<file path="src/rtl/accum_shift_pkg.sv">
// Shared mode encodings for the accumulate/shift register.
package accum_shift_pkg;

   typedef enum logic [1:0] {
      MODE_HOLD  = 2'b00,
      MODE_LOAD  = 2'b01,
      MODE_ACCUM = 2'b10,
      MODE_SHIFT = 2'b11
   } mode_t;

endpackage

</file>
<file path="src/rtl/accum_shift_reg_op_counter.sv">
// Operation counter: counts executed operations and pulses count_wrap
// for one cycle after the count rolls over from all-ones to zero.
module op_counter #(
   parameter int CNT_W = 4
) (
   input  logic             clk,
   input  logic             sclr,
   input  logic             inc,
   output logic [CNT_W-1:0] op_count,
   output logic             count_wrap
);

   always_ff @(posedge clk) begin
      if (sclr) begin
         op_count   <= '0;
         count_wrap <= 1'b0;
      end else begin
         // The wrap pulse clears itself on any cycle that is not a rollover.
         count_wrap <= inc && (&op_count);
         if (inc) begin
            op_count <= op_count + CNT_W'(1);
         end
      end
   end

endmodule

</file>
<file path="src/rtl/accum_shift_reg.sv">
// Accumulate/shift register with sticky overflow and operation counter.
// Define ACCUM_SAT_EN to saturate ACCUM results on carry instead of wrapping.
module accum_shift_reg
   import accum_shift_pkg::*;
#(
   parameter int WIDTH = 16,
   parameter int SHIFT = 4,
   parameter int CNT_W = 4
) (
   input  logic             clk,
   input  logic             sclr,
   input  logic             clk_ena,
   input  logic [1:0]       mode,
   input  logic [WIDTH-1:0] datain,
   output logic [WIDTH-1:0] reg_out,
   output logic             ovf,
   output logic [CNT_W-1:0] op_count,
   output logic             count_wrap
);

   mode_t            op_mode;
   logic [WIDTH:0]   sum;
   logic             shift_spill;
   logic [WIDTH-1:0] next_reg;
   logic             next_ovf;
   logic             op_valid;

   assign op_mode  = mode_t'(mode);
   assign op_valid = clk_ena && (op_mode != MODE_HOLD);

   // Next register value and overflow; ovf is only ever set here, cleared by LOAD.
   always_comb begin
      sum         = {1'b0, reg_out} + {1'b0, datain};
      shift_spill = |reg_out[WIDTH-1 -: SHIFT];
      next_reg    = reg_out;
      next_ovf    = ovf;
      if (clk_ena) begin
         case (op_mode)
            MODE_LOAD: begin
               next_reg = datain;
               next_ovf = 1'b0;
            end
            MODE_ACCUM: begin
`ifdef ACCUM_SAT_EN
               if (sum[WIDTH]) begin
                  next_reg = '1;
                  next_ovf = 1'b1;
               end else begin
                  next_reg = sum[WIDTH-1:0];
               end
`else
               next_reg = sum[WIDTH-1:0];
               if (sum[WIDTH]) begin
                  next_ovf = 1'b1;
               end
`endif
            end
            MODE_SHIFT: begin
               next_reg = reg_out << SHIFT;
               if (shift_spill) begin
                  next_ovf = 1'b1;
               end
            end
            default: begin
            end
         endcase
      end
   end

   always_ff @(posedge clk) begin
      if (sclr) begin
         reg_out <= '0;
         ovf     <= 1'b0;
      end else begin
         reg_out <= next_reg;
         ovf     <= next_ovf;
      end
   end

   op_counter #(
      .CNT_W(CNT_W)
   ) u_op_counter (
      .clk       (clk),
      .sclr      (sclr),
      .inc       (op_valid),
      .op_count  (op_count),
      .count_wrap(count_wrap)
   );

endmodule

</file>
<file path="config.mk">
export PLATFORM = sky130hd
export DESIGN_NAME = accum_shift_reg
export DESIGN_NICKNAME = d
export VERILOG_FILES = /design/src/rtl/accum_shift_pkg.sv /design/src/rtl/accum_shift_reg_op_counter.sv /design/src/rtl/accum_shift_reg.sv
export SDC_FILE = /design/constraint.sdc
export NUM_CORES = 1
export LEC_CHECK = 0
export CAP_MARGIN = 10
export CORE_MARGIN = 2
export CORE_UTILIZATION = 40
export DETAILED_ROUTE_END_ITERATION = 10
export PLACE_DENSITY_LB_ADDON = 0.25
export SKIP_CTS_REPAIR_TIMING = 1
export SLEW_MARGIN = 0
export SYNTH_ARGS = -nofsm -noshare
export SYNTH_HDL_FRONTEND = slang
export SYNTH_SLANG_ARGS = --single-unit
</file>
<file path="constraint.sdc">
create_clock -name clk -period 3 [get_ports clk]
set_input_delay 0.45 -clock clk [delete_from_list [all_inputs] [get_ports clk]]
set_output_delay 0.45 -clock clk [all_outputs]
set_load 0.02 [all_outputs]
</file>
==> results.ini <==
[run_status]
outcome = finished, final reports clean

[sta]
final_hold_viol_count = 0
max_slew.worst_pin.slew_ps = 527
timing.clock.skew_ps = 6.72
slew-limit-headroom_pct = 64.8
timing.final.crit_period_ps = 2640
final-max-slew-violation-count = 0
final_min_period_over_clock_period_pct = 88.1
setup_viol = 0
fmaxAchievable_mhz = 378
final.setup.tns_ps = 0
unrepaired_setup_endpoints_after_global_routing = false

[placed_design]
count_of_input_and_output_buffers = 42
dp_hpwl_mm = 4.25
gpl.final_weighted_congestion = 0.865
placed_area_um2 = 2370

[logic_synthesis]
postSynth.asyncResetShare_pct = 0
yosys.area.top_type = dfxtp_1
synth.cell_area_um2 = 1880
syn-num-nets = 293
sequential_share_of_the_synthesized_area_pct = 23.4
synth_cell_types = 43
synth_top_area_share_pct = 23.4
synth.top_cells.by_area = dfxtp_1 (23%), ha_1 (11%), nor2_1 (7.2%)
ys_ff_latch = 22
synthesis.instances = 254
synth.yosys.warnings = 0
avgSynthCellArea_um2 = 7.40
synth_ff_type = dfxtp_1
synth_enable_flop_cells = 0

[global_route]
grtUsageMet2_pct = 34.2
gr-total-overflow = 0
grt.met1_usage_pct = 30.8
grt_util_all_layers_pct = 21.7
grt.met3_usage_pct = 2.50
grt_pass1_wl_mm = 9.09
maximum_number_of_pins_on_one_net_before_global_route_repair = 22
number_of_antenna_violations_at_the_first_check_in_global_routing = 0
grt.busiest_layer = met2
vias_in_the_first_global_route = 1933

[floorplan]
floorplan.initialDensity_pct = 42.3
design.die.area_um2 = 5260
row_count = 24
die_w_um = 72.5
ioPinCount = 43
chipHeight_um = 72.5
core_um2 = 4440

[layout]
ant_diodes = 0
area_growth_synth_to_finish_pct = 29.7
post_route_cells_drive_above_1_share_pct = 6.48
nets = 333
postLayoutCellArea_um2 = 2440
filler_cell_count_in_the_final_layout = 425

[clock_tree]
clk_transition_reported_paths_ps = 90
clockBufferDepth = 2
clock_tree_from_tritoncts = done
cts.sink_count = 22
cts-root-buf = clkbuf_8
cts-htree-levels = 1
clock_latency_ps = 270
tritoncts.num_buffers = 3

[detailed_routing]
detail-route-antenna-nets = 0
drt_first_pass_iters = 4
drt_iter0_drc = 111
drt-wirelength-per-cell_um = 16.4
routed_wirelength_mm = 5.65
drc_violation_count_after_routing = 0
total_via_count_after_detailed_routing = 2061
viasPerCell = 5.97

[power_and_ir_drop]
seq_power_share_pct = 33.7
power.internal_mw = 0.664
switching_power_mw = 0.349
peak_ir_drop_on_the_vdd_network_uv = 265
power.share.switching_pct = 34.4
power_leakage_nw = 0.964
power_frac_clock_pct = 28.6
power.density_cell_area_nw_per_um2 = 416
pwr-share-comb_pct = 37.8

[min_path]
min_path_type = reg2reg

[critical_path]
cp.arrival_ps = 2860
cp_data_required_time_ps = 3210
startpoint_type = primary input
cp-end-kind = flop
criticalPathCategory = in2reg
critical_path_peak_fanout = 3

[run]
drv.max_cap_violation_count = 0

[cells in the final DEF (no fill, tap or decap), drive strengths merged, types with 4 or more instances in the layout]
cell type / synthesis / final
a21o: 5 / 5
ha: 17 / 17
nand4: 6 / 6
a31oi: 4 / 4
o22ai: 6 / 6
o21ai: 13 / 13
o211ai: 8 / 8
nor2: 36 / 36
inv: 5 / 5
nor3: 7 / 7
a211oi: 6 / 6
a21oi: 22 / 22
dfxtp: 22 / 22
nand3: 14 / 14
xnor2: 5 / 5
buf: 3 / 8
a311oi: 4 / 4
xor2: 6 / 6
nand2: 21 / 21
clkdlybuf4s50: 0 / 42
[worst paths after layout]
kind / startpoint / endpoint / slack (ps) / cells after the start
max: datain[0] / reg_out[12] / 360 / 9
min: u_op_counter.op_count[3] / u_op_counter.count_wrap / 480 / 2
max reg2reg: reg_out[0] / reg_out[12] / 630 / 8
min reg2reg: u_op_counter.op_count[3] / u_op_counter.count_wrap / 480 / 2
[sequential cells by signal (all words and copies together), names as in the netlist]
| name | count |
|---|---|
| ovf | 1 |
| reg_out | 16 |
| u_op_counter.count_wrap | 1 |
| u_op_counter.op_count | 4 |
[cell usage after synthesis (6+ instances only)]
| cell type | count |
|---|---|
| a211oi_1 | 6 |
| a21oi_1 | 20 |
| clkbuf_1 | 12 |
| dfxtp_1 | 22 |
| ha_1 | 17 |
| nand2_1 | 21 |
| nand3_1 | 14 |
| nand4_1 | 6 |
| nor2_1 | 36 |
| nor3_1 | 7 |
| o211ai_1 | 8 |
| o21ai_0 | 12 |
| o22ai_1 | 6 |
| xor2_1 | 6 |
[power by group through the flow]
stage	registers, mW	logic (mW)	clock network, mW
detailed placement	0.348	0.377	0
finish	0.341	0.383	0.290
global placement	0.347	0.371	0
CTS	0.341	0.379	0.291
global route	0.345	0.418	0.306
floorplan	0.368	0.220	0
[cell type report]
type | count | area, µm² | share of cell area [%]
clock buffers | 3 | 41.3 | 1.69
well taps | 52 | 65.1 | 2.67
inverters | 5 | 18.8 | 0.770
clock inverters | 1 | 30.0 | 1.23
repair buffers | 50 | 480 | 19.7
flip-flops and latches | 22 | 440 | 18.1
multi-input cells | 212 | 1360 | 55.9
[worst max-delay path, cell delays in order]
cell             delay (ps)
clkdlybuf4s50_1         430
ha_1                    250
fa_1                    420
a21o_2                  250
a31oi_1                 220
or3_4                   180
a21oi_2                  70
or4_1                   510
nand3_1                  80
[kinds of logic (layout without fill, tap and decap cells)]
kind of cell | Yosys count | count (layout) | share of synthesized area [%]
compound gates | 83 | 83 | 29.2
xor+xnor | 11 | 11 | 5.13
fa+ha+maj | 18 | 18 | 12.4
buf+inv | 20 | 59 | 4.13
flops | 22 | 22 | 23.4
mux | 3 | 3 | 1.73
simple gates | 97 | 97 | 24.0
[routing by layer]
layer  vias to the layer above  wire length [µm]
met5                         -                 0
met4                         0                81
met3                         8               484
met2                        92              2610
met1                       943              2470
li1                       1018                 -
[through the flow]
stage / instances / utilization (%) / power (mW) / hold WS (ps) / worst slack [ps]
finish: 345 / 54.8 / 1.01 / 484 / 357
global route: 345 / 54.8 / 1.07 / 524 / 230
CTS: 345 / 54.8 / 1.01 / 485 / 380
detailed placement: 341 / 53.2 / 0.724 / 469 / 109
global placement: 341 / 53.2 / 0.719 / 466 / 159
floorplan: 254 / - / 0.587 / 532 / 688
Note: power is estimated with default switching activity, not from simulation.
